**src/rtl/npc_multicycle_ctrl.sv**
```systemverilog
// Multi-cycle sequencer for the npc core: owns PC, IR, imem/dmem handshakes, timeout and instret.
// Latency: 4 cycles per non-memory instruction, 6 per load/store with zero-wait memories.
// Backpressure: waits in FETCH/MEM for ready and WAIT_I/WAIT_D for response; stalls past MEM_TIMEOUT go to ERR.
module npc_multicycle_ctrl #(
    parameter int unsigned         XLEN        = 64,
    parameter logic [XLEN-1:0]     RESET_PC    = 64'h8000_0000,
    parameter int unsigned         MEM_TIMEOUT = 255,
    parameter int unsigned         CNT_W       = 64
) (
    input  logic             clk,
    input  logic             rst_n,
    output logic             imem_req_valid,
    input  logic             imem_req_ready,
    output logic [XLEN-1:0]  imem_addr,
    input  logic             imem_resp_valid,
    input  logic [31:0]      imem_rdata,
    output logic [31:0]      inst_o,
    output logic [XLEN-1:0]  pc_o,
    input  logic             dp_is_mem,
    input  logic             dp_mem_we,
    input  logic [XLEN-1:0]  dp_mem_addr,
    input  logic [XLEN-1:0]  dp_mem_wdata,
    input  logic             dp_jump_flag,
    input  logic [XLEN-1:0]  dp_jump_addr,
    output logic             dmem_req_valid,
    input  logic             dmem_req_ready,
    output logic             dmem_we,
    output logic [XLEN-1:0]  dmem_addr,
    output logic [XLEN-1:0]  dmem_wdata,
    input  logic             dmem_resp_valid,
    input  logic [XLEN-1:0]  dmem_rdata,
    output logic [XLEN-1:0]  mem_rdata_o,
    output logic             reg_we_en,
    output logic             csr_we_en,
    output logic             retire_o,
    output logic [CNT_W-1:0] instret_o,
    output logic             bus_err_o,
    output logic [2:0]       state_o
);

    localparam logic [2:0] S_BOOT   = 3'd0;
    localparam logic [2:0] S_FETCH  = 3'd1;
    localparam logic [2:0] S_WAIT_I = 3'd2;
    localparam logic [2:0] S_EXEC   = 3'd3;
    localparam logic [2:0] S_MEM    = 3'd4;
    localparam logic [2:0] S_WAIT_D = 3'd5;
    localparam logic [2:0] S_WB     = 3'd6;
    localparam logic [2:0] S_ERR    = 3'd7;

    localparam logic [31:0] INST_NOP = 32'h0000_0013;

    logic [2:0]       state_q,   state_d;
    logic [XLEN-1:0]  pc_q,      pc_d;
    logic [31:0]      ir_q,      ir_d;
    logic             dwe_q,     dwe_d;
    logic [XLEN-1:0]  daddr_q,   daddr_d;
    logic [XLEN-1:0]  dwdata_q,  dwdata_d;
    logic [XLEN-1:0]  mrdata_q,  mrdata_d;
    logic [CNT_W-1:0] instret_q, instret_d;
    logic             err_q,     err_d;
    logic [31:0]      tmo_q,     tmo_d;
    // Misaligned-redirect verdict captured in EXEC. The datapath is combinational
    // from ir/pc, which do not change until WB, so the EXEC value is the WB value;
    // registering it keeps the commit strobes a pure decode of flops.
    logic             badj_q,    badj_d;

    logic wait_st;
    logic tmo_hit;

    // Next-state, datapath latches, timeout counter and commit bookkeeping.
    always_comb begin
        state_d   = state_q;
        pc_d      = pc_q;
        ir_d      = ir_q;
        dwe_d     = dwe_q;
        daddr_d   = daddr_q;
        dwdata_d  = dwdata_q;
        mrdata_d  = mrdata_q;
        instret_d = instret_q;
        err_d     = err_q;
        badj_d    = badj_q;

        wait_st = (state_q == S_FETCH) || (state_q == S_WAIT_I) ||
                  (state_q == S_MEM)   || (state_q == S_WAIT_D);
        // The counter holds cycles already spent here; this cycle is the MEM_TIMEOUT-th.
        tmo_hit = (MEM_TIMEOUT != 0) && wait_st && (tmo_q == MEM_TIMEOUT - 32'd1);

        case (state_q)
            S_BOOT: begin
                state_d = S_FETCH;
            end
            S_FETCH: begin
                if (imem_req_ready) begin
                    state_d = S_WAIT_I;
                end else if (tmo_hit) begin
                    state_d = S_ERR;
                    err_d   = 1'b1;
                end
            end
            S_WAIT_I: begin
                if (imem_resp_valid) begin
                    ir_d    = imem_rdata;
                    state_d = S_EXEC;
                end else if (tmo_hit) begin
                    state_d = S_ERR;
                    err_d   = 1'b1;
                end
            end
            S_EXEC: begin
                badj_d = dp_jump_flag && (dp_jump_addr[1:0] != 2'b00);
                if (dp_is_mem) begin
                    dwe_d    = dp_mem_we;
                    daddr_d  = dp_mem_addr;
                    dwdata_d = dp_mem_wdata;
                    state_d  = S_MEM;
                end else begin
                    state_d  = S_WB;
                end
            end
            S_MEM: begin
                if (dmem_req_ready) begin
                    state_d = S_WAIT_D;
                end else if (tmo_hit) begin
                    state_d = S_ERR;
                    err_d   = 1'b1;
                end
            end
            S_WAIT_D: begin
                if (dmem_resp_valid) begin
                    // A store response is only an acknowledge; keep the last load data.
                    if (!dwe_q) begin
                        mrdata_d = dmem_rdata;
                    end
                    state_d = S_WB;
                end else if (tmo_hit) begin
                    state_d = S_ERR;
                    err_d   = 1'b1;
                end
            end
            S_WB: begin
                if (badj_q) begin
                    state_d = S_ERR;
                    err_d   = 1'b1;
                end else begin
                    instret_d = instret_q + CNT_W'(1);
                    pc_d      = dp_jump_flag ? dp_jump_addr : pc_q + XLEN'(4);
                    state_d   = S_FETCH;
                end
            end
            S_ERR: begin
                state_d = S_ERR;
            end
            default: begin
                state_d = S_ERR;
            end
        endcase

        if (state_d != state_q) begin
            tmo_d = 32'd0;
        end else if (wait_st) begin
            tmo_d = tmo_q + 32'd1;
        end else begin
            tmo_d = tmo_q;
        end
    end

    // State and datapath registers; reset aborts any outstanding handshake at once.
    always_ff @(posedge clk or negedge rst_n) begin
        if (!rst_n) begin
            state_q   <= S_BOOT;
            pc_q      <= RESET_PC;
            ir_q      <= INST_NOP;
            dwe_q     <= 1'b0;
            daddr_q   <= '0;
            dwdata_q  <= '0;
            mrdata_q  <= '0;
            instret_q <= '0;
            err_q     <= 1'b0;
            tmo_q     <= '0;
            badj_q    <= 1'b0;
        end else begin
            state_q   <= state_d;
            pc_q      <= pc_d;
            ir_q      <= ir_d;
            dwe_q     <= dwe_d;
            daddr_q   <= daddr_d;
            dwdata_q  <= dwdata_d;
            mrdata_q  <= mrdata_d;
            instret_q <= instret_d;
            err_q     <= err_d;
            tmo_q     <= tmo_d;
            badj_q    <= badj_d;
        end
    end

    // Requests and commit strobes decode only registered state.
    always_comb begin
        imem_req_valid = (state_q == S_FETCH);
        dmem_req_valid = (state_q == S_MEM);
        retire_o       = (state_q == S_WB) && !badj_q;
        reg_we_en      = retire_o;
        csr_we_en      = retire_o;
    end

    assign imem_addr   = pc_q;
    assign pc_o        = pc_q;
    assign inst_o      = ir_q;
    assign dmem_we     = dwe_q;
    assign dmem_addr   = daddr_q;
    assign dmem_wdata  = dwdata_q;
    assign mem_rdata_o = mrdata_q;
    assign instret_o   = instret_q;
    assign bus_err_o   = err_q;
    assign state_o     = state_q;

endmodule

```
**config.mk**
```make
export PLATFORM = sky130hd
export DESIGN_NAME = npc_multicycle_ctrl
export DESIGN_NICKNAME = d
export VERILOG_FILES = /design/src/rtl/npc_multicycle_ctrl.sv
export SDC_FILE = /design/constraint.sdc
export NUM_CORES = 1
export LEC_CHECK = 0
export CORE_AREA = 2 2 282 284
export DETAILED_ROUTE_END_ITERATION = 16
export DIE_AREA = 0 0 284 286
export GPL_TIMING_DRIVEN = 0
export PLACE_DENSITY_LB_ADDON = 0.05
export SYNTH_ARGS = -nofsm -noshare
export SYNTH_HDL_FRONTEND = slang
export SYNTH_SLANG_ARGS = --single-unit
```
**constraint.sdc**
```tcl
create_clock -name clk -period 2.3 [get_ports clk]
set_clock_uncertainty 0.05 [all_clocks]
set_input_delay 0.23 -clock clk [delete_from_list [all_inputs] [get_ports clk]]
set_output_delay 0.23 -clock clk [all_outputs]
set_load 0.05 [all_outputs]
```
# After elaboration in Yosys (flattened, before gate mapping)

Cells that the tools add are included.

Bitwise operators: 2
Equal/unequal tests: 14
Reductions and logical operators: 16
Add/sub/neg operators: 3
Muxes and demuxes: 18

Operators by type and width:

| cell                  | count |
|---|---|
| $add 64x1->64 const B | 1 |
| $add 64x3->64 const B | 1 |
| $mux 32               | 2 |
| $mux 64               | 1 |
| $add 32x1->32 const B | 1 |
| $eq 32x8->1 const B   | 1 |
| $pmux 3 s8            | 1 |
| $mux 3                | 6 |
| $eq 3x3->1 const B    | 4 |
| $ne 2x2->1 const B    | 5 |
| $eq 3x2->1 const B    | 2 |
| $mux 1                | 6 |
| $reduce_and 2->1      | 3 |
| $reduce_and 6->1      | 1 |
| $pmux 1 s5            | 1 |
| $reduce_bool 5->1     | 1 |
| $reduce_bool 2->1     | 2 |
| $eq 3x1->1 const B    | 1 |
| $logic_and 1x1->1     | 3 |
| $logic_not 3->1       | 1 |
| $logic_or 1x1->1      | 3 |
| $ne 3x3->1            | 1 |
| $reduce_and 3->1      | 1 |
| $mux 2                | 1 |
| 2 further kinds       | 3 |

Register bits: 390
Logic and storage cells: 64
Output and inout bits: 426
Input bits: 297

# Depth between registers and ports, before layout

Word-level depth: 10
Mapped depth: 9
Gate-level depth less buffers: 8

# Worst setup path after synthesis

No wires, ideal clock.

Path type: reg-to-output
From: reg state_q[0], in the netlist state_o[0]
To: out reg_we_en
Arrival time: 2,642 ps
Setup slack: -622 ps
Required time: 2,020 ps
Stages on the path, launching flop included: 8
Path buffers: 5
Cell sequence: dfrtp_1 nand4bb_1 buf_2 inv_1 clkbuf_1 clkbuf_1 buf_1 buf_4

Longest elaborated chain between the ends: 2

Ends and longest elaborated chain:

| what                   | RTL line | text |
|---|---|---|
| from (decl)            | 52       | `logic [2:0] state_q, state_d;` |
| from (signal assigned) | 182      | `state_q <= state_d;` |
| $eq 3x3->1             | 200      | `retire_o = (state_q == S_WB) && !badj_q;` |
| $logic_and 1x1->1      | 200      |  |
| to (decl)              | 33       | `output logic reg_we_en,` |

No other way between the ends.

# Worst setup path after layout

From: reg pc_q[31], in the netlist imem_addr[31]
To: reg pc_q[49], in the netlist imem_addr[49]

Longest elaborated chain between the ends: 2

Ends and longest elaborated chain:

| what                   | RTL line | text |
|---|---|---|
| from (decl)            | 53       | `logic [XLEN-1:0] pc_q, pc_d;` |
| from (signal assigned) | 183      | `pc_q <= pc_d;` |
| $add 64x3->64          | 146      | `pc_d = dp_jump_flag ? dp_jump_addr : pc_q + XLEN'(4);` |
| $mux 64                | 146      |  |

No other way between the ends.
A chain may end at the register's enable or synchronous reset.

==> run_results.csv <==
group,metric,value,unit
routing,drt_drc_violations_left,0,
critical_path,critical_path_s_slowest_cell,"sky130_fd_sc_hd__or4_4",
pwr,ir_worst_vdd,0.000579,V
logic_synthesis,ys_seq_area_share,55.1,%
logic_synthesis,synth_area_leaders,"sky130_fd_sc_hd__dfrtp_1 (54%), sky130_fd_sc_hd__mux2_2 (14%), sky130_fd_sc_hd__xnor2_1 (3.1%)",
hold_path,min_path_type,"in -> async",
logic_synthesis,synthDominantCellAreaShare,54.5,%
timing,fin_crit,2.44,ns
routing,routed_wl,81100,um
pwr,powerDensity,553,nW/um^2
place,routabilityCongestion,0.827,
pwr,leakagePower,13.1,nW
logic_synthesis,yosys_register_bits,390,
layout,register_area,9840,sq um
timing,number_of_max_slew_violations_in_the_final_report,0,
timing,number_of_endpoints_with_negative_hold_slack_in_the_final_report,0,
layout,design.final.nets,2672,
timing,slew_headroom,38.6,%
clock_tree,cts_buffers,51,
floorplan,num_io_pins,723,
layout,fraction_of_layout_instances_using_a_drive_strength_above_1,27.1,%
logic_synthesis,post_synth.cell_area_avg,11.7,sq um
routing,route.detailed.wl_per_inst,23.3,um
global_route,grt_pass1_wl,116000,um
timing,final_layout_worst_hold_slack,0.165,ns
logic_synthesis,synth_flop_cell,"sky130_fd_sc_hd__dfrtp_1",
global_route,grt_util_all_layers,19.4,%
clock_tree,worstSkewPairLatency,0.59,ns
run_status,failed_checks,"setup timing",
critical_path,worst_path_largest_cell_delay,0.56,ns
logic_synthesis,async_flop_share,100,%
critical_path,worst_setup_path_type,"reg -> reg",
clock_tree,clock_slew_at_reported_path_ffs,0.06,ns
run_status,run_status,"complete, but fails checks",
floorplan,floorplan.die_area,81200,sq um
timing,max_clock_freq,410,MHz
global_route,antenna_found_initial,20,
layout,area.growth.synth_to_final,66.0,%
routing,drtIter0Drc,848,
critical_path,setup.reg_to_reg.worst_slack,-0.14,ns
place,dp_hpwl,61300,um
timing,finalWorstSetupSlack,-0.139,ns
critical_path,crit_path_start_kind,"flip-flop",
global_route,grt_pass1_vias,16400,
floorplan,initial_utilization,22.6,%
critical_path,worst-endpoint-arrival,2.85,ns
routing,route.vias.total,15600,
logic_synthesis,syn-instance-count,1513,
clock_tree,cts_root_buffer,"sky130_fd_sc_hd__clkbuf_16",
place,io_buffer_count,721,
logic_synthesis,yosys_warnings,0,
critical_path,worstPathRequired,2.71,ns
floorplan,die_x,284,um
floorplan,die_h,286,um
clock_tree,clock_tree_from_tritoncts,"yes",
routing,dr_vias_cell,4.49,
critical_path,crit_path_end_kind,"flip-flop",
critical_path,crit_path_cell_trace,"nand4_1 -> or3_1 -> buf_6 -> or4_4 -> or2_4 -> o211ai_2 -> o311ai_2",
timing,finalCritPeriodShare,106,%
logic_synthesis,mappedNetlistNets,1814,
routing,drt_pass1_iterations,8,
logic_synthesis,yosysUniqueCellTypes,62,
floorplan,rows,103,
routing,postRouteAntennaNets,0,
clock_tree,tritoncts_num_sinks,390,
logic_synthesis,yosys.cell_count.top_type,"sky130_fd_sc_hd__dfrtp_1",
layout,fill_cells,7927,
layout,combined_area_of_the_multi_input_logic_cells,7510,sq um
critical_path,timing.critical_path.fanout_max,5,
critical_path,worst_r2r_path_depth,7,
clock_tree,clock_tree.htree_level_count,2,
timing,grt_setup_unrepaired,"true",
timing,finalSetupTns,-0.950,ns
floorplan,standard_cell_core_area,78400,sq um
timing,worst_pin_slew,0.922,ns
global_route,grt_max_degree,105,
flow_run,max-cap-violations,0,
logic_synthesis,post_synth_most_frequent_cells,"sky130_fd_sc_hd__dfrtp_1 (386), sky130_fd_sc_hd__mux2_2 (228), sky130_fd_sc_hd__nand2_1 (79)",
logic_synthesis,synth_top_cell_by_area,"sky130_fd_sc_hd__dfrtp_1",
clock_tree,clk_path_buf_depth,3,
global_route,globalRouteOverflowTotal,0,
logic_synthesis,synth_enable_flop_cells,0,
logic_synthesis,syn-cell-area,17700,sq um
timing,final-setup-viol-count,10,
[state kept, by name, summed over array words and instances, names as in the netlist]
signal,cells
badj_q,1
bus_err_o,1
dmem_addr,64
dmem_wdata,64
dmem_we,1
imem_addr,64
inst_o,32
instret_o,64
mem_rdata_o,64
state_o,3
tmo_q,32
[cell usage in the layout, fill, tap and decap left out, types with 11 or more instances in the layout]
| cell type | count |
|---|---|
| sky130_fd_sc_hd__dlygate4sd2_1 | 51 |
| sky130_fd_sc_hd__xor2_1 | 32 |
| sky130_fd_sc_hd__clkdlybuf4s50_1 | 650 |
| sky130_fd_sc_hd__nand3_1 | 55 |
| sky130_fd_sc_hd__mux2_2 | 228 |
| sky130_fd_sc_hd__nand2_1 | 72 |
| sky130_fd_sc_hd__o21ai_0 | 57 |
| sky130_fd_sc_hd__clkbuf_2 | 28 |
| sky130_fd_sc_hd__diode_2 | 12 |
| sky130_fd_sc_hd__nor2_1 | 73 |
| sky130_fd_sc_hd__and2_1 | 12 |
| sky130_fd_sc_hd__a21oi_1 | 60 |
| sky130_fd_sc_hd__dfrtp_2 | 62 |
| sky130_fd_sc_hd__and3_1 | 33 |
| sky130_fd_sc_hd__nor4_4 | 11 |
| sky130_fd_sc_hd__dlymetal6s2s_1 | 14 |
| sky130_fd_sc_hd__nor3_1 | 20 |
| sky130_fd_sc_hd__a211oi_1 | 15 |
| sky130_fd_sc_hd__xnor2_1 | 62 |
| sky130_fd_sc_hd__inv_1 | 20 |
| sky130_fd_sc_hd__buf_6 | 12 |
| sky130_fd_sc_hd__and4_1 | 15 |
| sky130_fd_sc_hd__or3_1 | 14 |
| sky130_fd_sc_hd__dfrtp_1 | 324 |
| sky130_fd_sc_hd__buf_4 | 139 |
| sky130_fd_sc_hd__nand4_1 | 40 |
| sky130_fd_sc_hd__clkbuf_8 | 12 |
| sky130_fd_sc_hd__clkbuf_1 | 32 |
| sky130_fd_sc_hd__clkbuf_16 | 53 |
[final timing paths]
kind | startpoint | to
worst max-delay path | imem_addr[31]$_DFFE_PN1P_ | imem_addr[49]$_DFFE_PN0P_
worst min-delay path | rst_n | dmem_addr[13]$_DFFE_PN0P_
worst max register to register | imem_addr[31]$_DFFE_PN1P_ | imem_addr[49]$_DFFE_PN0P_
worst min register to register | instret_o[63]$_DFFE_PN0P_ | instret_o[63]$_DFFE_PN0P_
max in group asynchronous | rst_n | dmem_wdata[62]$_DFFE_PN0P_
min in group clk | dmem_rdata[2] | mem_rdata_o[2]$_DFFE_PN0P_
[stage by stage]
step           cells  instance area, sq um  setup WS (ns)  util, %  power, W
6_report        3472                 29400         -0.139     37.6    0.0163
5_1_grt         3464                 29400         -0.230     37.5    0.0170
3_5_place_dp    3287                 26500          -1.39     33.8   0.00824
3_3_place_gp    3284                 26400         -20.08     33.7   0.00822
4_1_cts         3413                 28800         -0.212     36.7    0.0166
2_1_floorplan   1513                 17900         -0.210        -   0.00735
[timing repair]
action,4_1_cts,5_1_grt
resized for setup,176,87
pin swaps,16,42
hold buffers,1,0
setup endpoints to repair,393,216
buffers inserted,38,48
hold endpoints to repair,83,0
[routing by layer]
layer	track usage (%)	routed length (um)	vias to the layer above
li1	-	-	7115
met2	33.8	40500	564
met4	4.70	1660	28
met1	22.7	31700	7780
met3	6.79	6950	112
met5	0	175	-
[cell type report]
type	count	area share, %
antenna	12	0.102
buffer	135	3.06
clock buffer	78	5.23
clock inverter	14	0.502
inverter	21	0.310
multi-input combinational	961	25.5
sequential	390	33.4
tap	1050	4.46
timing repair buffer	811	27.4
[cell families (layout without fill, tap and decap cells)]
kind of cell | count (synthesis) | after routing | share of synthesized area, %
AO/OA/AOI/OAI | 207 | 207 | 7.30
XOR/XNOR | 94 | 94 | 4.64
adder cells (fa/ha/maj) | 4 | 4 | 0.282
buffers and inverters | 162 | 1059 | 4.92
flip-flops | 390 | 390 | 55.1
multiplexers | 231 | 231 | 14.6
other | 0 | 12 | 0
AND/OR/NAND/NOR | 425 | 425 | 13.1
[report_power, final]
group / internal [W] / switching (W) / total (W)
Combinational: 0.000629 / 0.000569 / 0.00120
Clock: 0.00491 / 0.00324 / 0.00815
Sequential: 0.00689 / 0.0000516 / 0.00694
Total: 0.0124 / 0.00386 / 0.0163
[worst max-delay path: cells and delay by family, from the launching register on]
| family | cells | cell delay (ns) |
|---|---|---|
| compound gates | 2 | 0.27 |
| simple gates | 4 | 1.30 |
| buf+inv | 1 | 0.14 |
| flops | 1 | 0.54 |
Power figures use the tool's default switching activity.
